**config.mk**
```make
export PLATFORM = sky130hd
export DESIGN_NAME = sga_move_sequencer
export DESIGN_NICKNAME = d
export VERILOG_FILES = /design/src/rtl/sga_move_sequencer.sv
export SDC_FILE = /design/constraint.sdc
export NUM_CORES = 1
export LEC_CHECK = 0
export ABC_AREA = 1
export BUFFER_PORTS_ARGS = -buffer_cell sky130_fd_sc_hd__buf_4
export CORE_ASPECT_RATIO = 0.6
export CORE_MARGIN = 3
export CORE_UTILIZATION = 40
export CTS_BUF_LIST = sky130_fd_sc_hd__clkbuf_8
export CTS_CLUSTER_SIZE = 16
export DETAILED_ROUTE_END_ITERATION = 8
export GPL_ROUTABILITY_DRIVEN = 0
export HOLD_SLACK_MARGIN = 0.12
export SYNTH_ARGS = -nofsm -noshare
export SYNTH_HDL_FRONTEND = slang
export SYNTH_SLANG_ARGS = --single-unit
```
**constraint.sdc**
```tcl
create_clock -name clock -period 5.26 [get_ports clock]
set_input_delay 0.789 -clock clock [delete_from_list [all_inputs] [get_ports clock]]
set_output_delay 0.789 -clock clock [all_outputs]
set_load 0.01 [all_outputs]
```
**src/rtl/sga_move_sequencer.sv**
```systemverilog
// Snake move sequencer for a 6x6 board: steers, scans for self-collision,
// and commits one head step per accepted tick into a 16-entry ring buffer.
module sga_move_sequencer (
    input  logic       clock,
    input  logic       reset_n,
    input  logic       enable,
    input  logic       init,
    input  logic       tick,
    input  logic [3:0] buttons,
    input  logic [2:0] apple_x,
    input  logic [2:0] apple_y,
    input  logic [3:0] seg_idx,
    output logic [5:0] seg_xy,
    output logic       seg_valid,
    output logic [3:0] size,
    output logic [1:0] dir,
    output logic       step_done,
    output logic       ate_apple,
    output logic       hit_border,
    output logic       hit_body,
    output logic       won,
    output logic       tick_overrun,
    output logic       busy
);

    typedef enum logic [2:0] {
        IDLE,
        WAIT_TICK,
        CALC,
        SCAN,
        UPDATE,
        DONE,
        HALT
    } state_t;

    localparam logic [1:0] UP    = 2'd0;
    localparam logic [1:0] DOWN  = 2'd1;
    localparam logic [1:0] LEFT  = 2'd2;
    localparam logic [1:0] RIGHT = 2'd3;

    state_t     state;
    logic [5:0] body [16];
    logic [3:0] head_ptr;
    logic [3:0] scan_idx;
    logic [3:0] scan_last;
    logic [1:0] pending;
    logic [2:0] cand_x;
    logic [2:0] cand_y;
    logic       grow;

    logic       btn_onehot;
    logic [1:0] btn_dir;
    logic [5:0] head_xy;
    logic [5:0] scan_xy;
    logic [2:0] nx;
    logic [2:0] ny;
    logic       out_of_board;
    logic       hit_apple;

    function automatic logic [5:0] init_seg(input logic [3:0] i);
        init_seg = (i < 4'd3) ? {i[2:0], 3'd2} : 6'd0;
    endfunction

    always_comb begin
        btn_onehot = 1'b1;
        btn_dir    = RIGHT;
        unique case (buttons)
            4'b1000: btn_dir = UP;
            4'b0100: btn_dir = DOWN;
            4'b0010: btn_dir = LEFT;
            4'b0001: btn_dir = RIGHT;
            default: btn_onehot = 1'b0;
        endcase
    end

    assign head_xy = body[head_ptr];
    assign scan_xy = body[head_ptr - scan_idx];

    // Off-board moves wrap to 6 or 7 in 3 bits, so one compare covers both edges.
    always_comb begin
        nx = head_xy[5:3];
        ny = head_xy[2:0];
        unique case (pending)
            UP:      ny = head_xy[2:0] - 3'd1;
            DOWN:    ny = head_xy[2:0] + 3'd1;
            LEFT:    nx = head_xy[5:3] - 3'd1;
            default: nx = head_xy[5:3] + 3'd1;
        endcase
    end

    assign out_of_board = (nx > 3'd5) || (ny > 3'd5);
    assign hit_apple    = (nx == apple_x) && (ny == apple_y);

    assign seg_xy    = body[head_ptr - seg_idx];
    assign seg_valid = seg_idx < size;
    assign busy      = (state == CALC) || (state == SCAN) || (state == UPDATE);

    always_ff @(posedge clock or negedge reset_n) begin
        if (!reset_n) begin
            state        <= IDLE;
            size         <= 4'd3;
            dir          <= RIGHT;
            pending      <= RIGHT;
            head_ptr     <= 4'd2;
            scan_idx     <= 4'd0;
            scan_last    <= 4'd0;
            cand_x       <= 3'd0;
            cand_y       <= 3'd0;
            grow         <= 1'b0;
            step_done    <= 1'b0;
            ate_apple    <= 1'b0;
            hit_border   <= 1'b0;
            hit_body     <= 1'b0;
            won          <= 1'b0;
            tick_overrun <= 1'b0;
            for (int i = 0; i < 16; i++) body[i] <= init_seg(i[3:0]);
        end else begin
            step_done    <= 1'b0;
            ate_apple    <= 1'b0;
            hit_border   <= 1'b0;
            hit_body     <= 1'b0;
            won          <= 1'b0;
            tick_overrun <= tick && (state != WAIT_TICK) && !tick_overrun;

            if (btn_onehot && (btn_dir != (dir ^ 2'd1)))
                pending <= btn_dir;

            if (init) begin
                state    <= IDLE;
                size     <= 4'd3;
                dir      <= RIGHT;
                pending  <= RIGHT;
                head_ptr <= 4'd2;
                scan_idx <= 4'd0;
                grow     <= 1'b0;
                for (int i = 0; i < 16; i++) body[i] <= init_seg(i[3:0]);
            end else if (!enable) begin
                state <= IDLE;
            end else begin
                unique case (state)
                    IDLE: state <= WAIT_TICK;
                    WAIT_TICK: begin
                        if (tick) state <= CALC;
                    end
                    CALC: begin
                        dir      <= pending;
                        cand_x   <= nx;
                        cand_y   <= ny;
                        scan_idx <= 4'd0;
                        if (out_of_board) begin
                            hit_border <= 1'b1;
                            state      <= HALT;
                        end else begin
                            grow      <= hit_apple;
                            // The tail is only a hazard if it stays put.
                            scan_last <= hit_apple ? size - 4'd1 : size - 4'd2;
                            state     <= SCAN;
                        end
                    end
                    SCAN: begin
                        if (scan_xy == {cand_x, cand_y}) begin
                            hit_body <= 1'b1;
                            state    <= HALT;
                        end else if (scan_idx == scan_last) begin
                            state <= UPDATE;
                        end else begin
                            scan_idx <= scan_idx + 4'd1;
                        end
                    end
                    UPDATE: begin
                        body[head_ptr + 4'd1] <= {cand_x, cand_y};
                        head_ptr              <= head_ptr + 4'd1;
                        if (grow) ate_apple <= 1'b1;
                        if (grow && size == 4'd15) begin
                            won   <= 1'b1;
                            state <= HALT;
                        end else begin
                            if (grow) size <= size + 4'd1;
                            step_done <= 1'b1;
                            state     <= DONE;
                        end
                    end
                    DONE: state <= WAIT_TICK;
                    HALT: state <= HALT;
                    default: state <= IDLE;
                endcase
            end
        end
    end

endmodule

```
## Yosys cells after proc, flatten, opt, wreduce, memory -nomap -nowiden

Cells that the tools add are included.
W data, S select, Z words.

| storage, ports and cells | value |
|---|---|
| bits in registers | 132 |
| bits in latches | 0 |
| bits in writable memories | 0 |
| ROM bits | 0 |
| output and inout port bits | 20 |
| memories kept | 0 |

| cells by class | value |
|---|---|
| add/sub/neg operators | 11 |
| multiply operators | 0 |
| divide/modulo/power cells | 0 |
| order comparisons | 8 |
| equal/unequal tests | 25 |
| shift operators | 0 |
| multiplexer cells | 70 |
| bitwise logic cells | 7 |
| reduce and logical (&&, ||, !) cells | 29 |

Operators with widths:

| cell | number |
|---|---|
| $mux W96 | 3 |
| $bwmux W96 | 1 |
| $bmux W6 S4 | 3 |
| $mux W4 | 13 |
| $mux W6 | 7 |
| $mux W1 | 25 |
| $demux W6 S4 | 1 |
| $ge A5 B5 Y1 const B | 4 |
| $not A4 Y5 | 4 |
| $mux W3 | 6 |
| $pmux W3 S6 | 1 |
| $add A4 B1 Y4 const B | 3 |
| $mux W2 | 6 |
| $pmux W3 S2 | 2 |
| $reduce_and A4 Y1 | 3 |
| $reduce_bool A2 Y1 | 5 |
| $eq A3 B3 Y1 const B | 3 |
| $eq A4 B4 Y1 const B | 2 |
| $pmux W4 S2 | 1 |
| $sub A4 B4 Y4 | 2 |
| $add A3 B1 Y3 const B | 2 |
| $eq A3 B2 Y1 const B | 2 |
| $eq A3 B3 Y1 | 2 |
| $eq A6 B6 Y1 | 1 |
| other kinds (31) | 48 |

## Depth between registers and ports, before layout

| depth | value |
|---|---|
| depth after elaboration | 12 |
| gate-level depth with buffers | 24 |
| depth with buffers taken out | 23 |

## Worst setup path before layout

Ideal clock, no wire load.

| path | value |
|---|---|
| path kind | input -> output |
| start point | input seg_idx[0] |
| end point | output seg_xy[2] |
| arrival time | 2623 ps |
| setup slack | 1848 ps |
| stages on the path | 11 |
| path buffers | 2 |
| cells stage by stage | ha_1 -> fa_1 -> clkbuf_1 -> inv_1 -> buf_1 -> a21oi_1 -> o21ai_0 -> nand2_1 -> mux2_2 -> nor2_1 -> a31oi_1 |

| on the way | value |
|---|---|
| cells in the longest elaborated chain, start to end | 5 |

RTL lines:

| item | line | source |
|---|---|---|
| start, declared | 12 | `input logic [3:0] seg_idx,` |
| $sub A4 B4 Y4 | 94 | `assign seg_xy = body[head_ptr - seg_idx];` |
| $not A4 Y5 (not written as such) | 94 |  |
| $bmux W6 S4 | 94 |  |
| $mux W6 (not written as such) (2 in series) | 94 |  |
| end, declared | 13 | `output logic [5:0] seg_xy,` |

No other way between the ends. The select of a mux whose other input is x is not followed.

## Final worst setup path

| path | value |
|---|---|
| start point | register head_ptr[1] |
| end point | output seg_xy[0] |

| on the way | value |
|---|---|
| cells in the longest elaborated chain, start to end | 5 |

RTL lines:

| item | line | source |
|---|---|---|
| start, declared | 43 | `logic [3:0] head_ptr;` |
| start signal, assigned | 172 | `head_ptr <= head_ptr + 4'd1;` |
| $sub A4 B4 Y4 | 94 |  |
| $not A4 Y5 (not written as such) | 94 |  |
| $bmux W6 S4 | 94 |  |
| $mux W6 (not written as such) (2 in series) | 94 |  |

No other way between the ends. The select of a mux whose other input is x is not followed.

==> impl_metrics.json <==
{
  "drc": 0,
  "grtUsageTotal_pct": 28.4,
  "setup-violations-final": 0,
  "syn_area_per_cell_um2": 6.85,
  "synthAdderAreaFrac_pct": 3.46,
  "synth_seq_cells": 132,
  "wirelength_um": 34900,
  "grt_pass1_vias": 8487,
  "instances_no_fill": 1663,
  "cts_inserted_buffers": 17,
  "drt-pass1-iter-count": 6,
  "core_area_mm2": 0.0223,
  "post-place-ws_ns": 1.06,
  "crit_path_end_kind": "output port",
  "yosysSeqAreaShare_pct": 36.1,
  "synthSimpleGateAreaFrac_pct": 32.1,
  "place.detailed.hpwl_um": 25100,
  "power.total_mw": 2.59,
  "tightest_slew_ns": 1.15,
  "port_buffers": 38,
  "fin_crit_sh_pct": 92.1,
  "die_y_um": 123,
  "grt_max_degree": 96,
  "syn_to_final_growth_pct": 9.33,
  "ir_drop_v": 0.000155,
  "synth_nets": 1383,
  "drt_iter0_markers": 1483,
  "maxSlewHeadroom_pct": 23.1,
  "synth_xor_area_share_pct": 1.59,
  "num_vias": 9545,
  "synthesis.instances": 1341,
  "ios": 39,
  "outcome": "finished, final reports clean",
  "dpl.cell_count": 1631,
  "power_density_mw_per_mm2": 258,
  "timing.final.crit_period_ns": 4.85,
  "grt_pass1_wl_um": 52600,
  "cts_resized": 0,
  "cts_root_buf": "clkbuf_8",
  "overflow": 0,
  "fmaxAchievable_ghz": 0.206,
  "min_path_type": "primary input to asynchronous set/reset pin",
  "worst_slack_ns": 0.414,
  "cts_setup_buffers": 0,
  "dieArea_mm2": 0.0249,
  "arrival_ns": 4.06,
  "synth_mux_area_share_pct": 0.735,
  "finalMaxSlewViolations": 0,
  "synth_top_family_by_area": "simple AND/OR/NAND/NOR gates",
  "rows": 42,
  "path_clk_slew_ns": 0.08,
  "hold_violations": 0,
  "initial_core_util_pct": 41.2,
  "clock_latency_ns": 0.50,
  "avgViaCountPerCell": 5.74,
  "yosysWarnings": 0,
  "nets": 1384,
  "worstReg2RegStart": "head_ptr[1]$_DFFE_PN1P_",
  "ys_types": 39,
  "cts.path.max_buffers": 2,
  "p_leak_nw": 4.50,
  "n_antenna_cell": 0,
  "cts.sink_count": 132,
  "crit_type": "register to output port",
  "clock_skew_ns": 0.0218,
  "drt.antenna.violating_nets": 0,
  "cts-hold-fix-buffers": 0,
  "htree_levels": 4,
  "crit_fanout": 25,
  "rsz0062_at_grt": "no",
  "synth_compound_area_share_pct": 16.5,
  "drv_cap": 0,
  "tns_ns": 0,
  "final_layout_size_suffix_gt1_share_pct": 9.67,
  "filler_cell_count": 2319,
  "critPathRequiredTime_ns": 4.47,
  "rr_endpoint": "scan_idx[1]$_DFFE_PN0P_",
  "die_w_um": 202,
  "cts_tree": "built",
  "worst_r2r_path_depth": 16,
  "grt_antenna_before_repair": 1,
  "crit_path_start_kind": "register",
  "syn-cell-area_mm2": 0.00919,
  "rrSetupSlack_ns": 1.33,
  "wire_per_inst_um": 21.0
}
synth_stat cells:
cell,n,area [µm²]
buf_1,7,26.3
a31oi_1,6,37.5
dfstp_2,12,315
or2_2,3,18.8
nand3b_1,5,37.5
nand2_2,5,31.3
a21o_1,7,52.6
a21oi_1,74,370
o22ai_1,61,382
nor2_4,4,45.0
clkbuf_1,32,120
o21ai_1,2,10.0
o21ai_0,102,510
nor3_1,8,40.0
a211oi_1,1,7.51
inv_2,7,26.3
nand3_1,175,876
inv_1,124,465
xor2_1,5,43.8
buf_6,4,45.0
clkinv_1,1,3.75
dfrtp_1,120,3000
a22oi_1,2,15.0
nand2_1,414,1550
or3_1,1,6.26
nor2_2,1,6.26
ha_1,19,238
fa_1,4,80.1
o211ai_1,18,135
buf_2,17,85.1
nand4_1,17,106
xnor2_1,8,70.1
mux2_2,6,67.6
nand3_2,3,30.0
nor4_1,2,12.5
buf_4,13,97.6
nor2_1,49,184
xor2_2,1,16.3
xnor2_2,1,16.3
sequential cells by signal, summed over array words and instances, names as in the netlist:
signal,flops
body,96
hit_body,1
scan_last,4
won,1
head_ptr,4
step_done,1
size,4
pending,2
scan_idx,4
cand_y,3
grow,1
state,3
ate_apple,1
tick_overrun,1
dir,2
cand_x,3
hit_border,1
through the flow:
stage | area, µm² | hold WS (ns) | util, %
floorplan | 9190 | 0.469 | -
global placement | 9620 | 0.483 | 43.2
detailed placement | 9620 | 0.485 | 43.2
CTS | 10000 | 0.438 | 45.1
global route | 10000 | 0.467 | 45.1
finish | 10000 | 0.400 | 45.1
how the worst max path moves through the flow:
| stage | start | end | slack [ns] | cells past startpoint |
|---|---|---|---|---|
| floorplan | seg_idx[0] | seg_xy[2] | 1.85 | 11 |
| detailed placement | head_ptr[1]$_DFFE_PN1P_ | seg_xy[0] | 1.06 | 11 |
| finish | head_ptr[1]$_DFFE_PN1P_ | seg_xy[0] | 0.41 | 11 |
| global route | head_ptr[1]$_DFFE_PN1P_ | seg_xy[0] | 0.25 | 11 |
| global placement | head_ptr[1]$_DFFE_PN1P_ | seg_xy[0] | 1.10 | 11 |
| CTS | head_ptr[1]$_DFFE_PN1P_ | seg_xy[0] | 0.52 | 11 |
layer usage:
| metal | up-vias | GRT usage (%) | routed length (µm) |
|---|---|---|---|
| met5 | - | 2.78 | 137 |
| met2 | 589 | 34.1 | 12300 |
| met3 | 54 | 13.6 | 5700 |
| li1 | 4468 | - | - |
| met4 | 4 | 7.01 | 563 |
| met1 | 4430 | 43.6 | 16200 |
where the power goes:
| part | internal [mW] | total, mW | leakage (nW) | switching (mW) |
|---|---|---|---|---|
| Combinational | 0.156 | 0.530 | 2.51 | 0.374 |
| Sequential | 1.06 | 1.11 | 1.78 | 0.0462 |
| Clock | 0.492 | 0.955 | 0.213 | 0.464 |
| Total | 1.71 | 2.59 | 4.50 | 0.884 |
layout make-up:
type	count	area (µm²)	area share, %
multi-input cells	1004	5010	49.9
flip-flops and latches	132	3320	33.0
inverters	132	495	4.93
repair buffers	55	417	4.15
well taps	308	385	3.84
clock buffers	19	262	2.60
clock inverters	13	159	1.58
cells in the final DEF, fill, tap and decap left out, types with 2 or more instances in the layout:
cell,instances
a21o_1,7
a21oi_1,74
a22oi_1,2
a31oi_1,6
buf_4,54
bufinv_16,3
clkbuf_8,19
clkinv_2,3
clkinv_4,4
clkinvlp_4,2
dfrtp_1,119
dfstp_2,12
fa_1,4
ha_1,19
inv_1,125
inv_2,7
mux2_2,6
nand2_1,414
nand2_2,5
nand3_1,175
nand3_2,3
nand3b_1,5
nand4_1,17
nor2_1,49
nor2_4,4
nor3_1,8
nor4_1,2
o211ai_1,18
o21ai_0,102
o21ai_1,2
o22ai_1,61
or2_2,3
xnor2_1,7
xnor2_2,2
xor2_1,5
critical path, cell delays in order (launching register included):
cell	delay [ns]
dfstp_2	0.86
inv_2	0.29
fa_1	0.58
buf_4	0.32
inv_1	0.42
a21oi_1	0.22
o21ai_0	0.10
nand2_1	0.09
mux2_2	0.15
nor2_1	0.04
a31oi_1	0.31
buf_4	0.18
kinds of logic (layout without fill, tap and decap cells):
| family | count (synthesis) | in the layout |
|---|---|---|
| AOI/OAI and AO/OA | 273 | 273 |
| xor gates and xnor gates | 15 | 15 |
| adders and majority gates | 23 | 23 |
| buffers and inverters | 205 | 219 |
| DFF | 132 | 132 |
| muxes | 6 | 6 |
| and+or+nand+nor | 687 | 687 |
No activity file was read; power rests on OpenSTA's default activity.
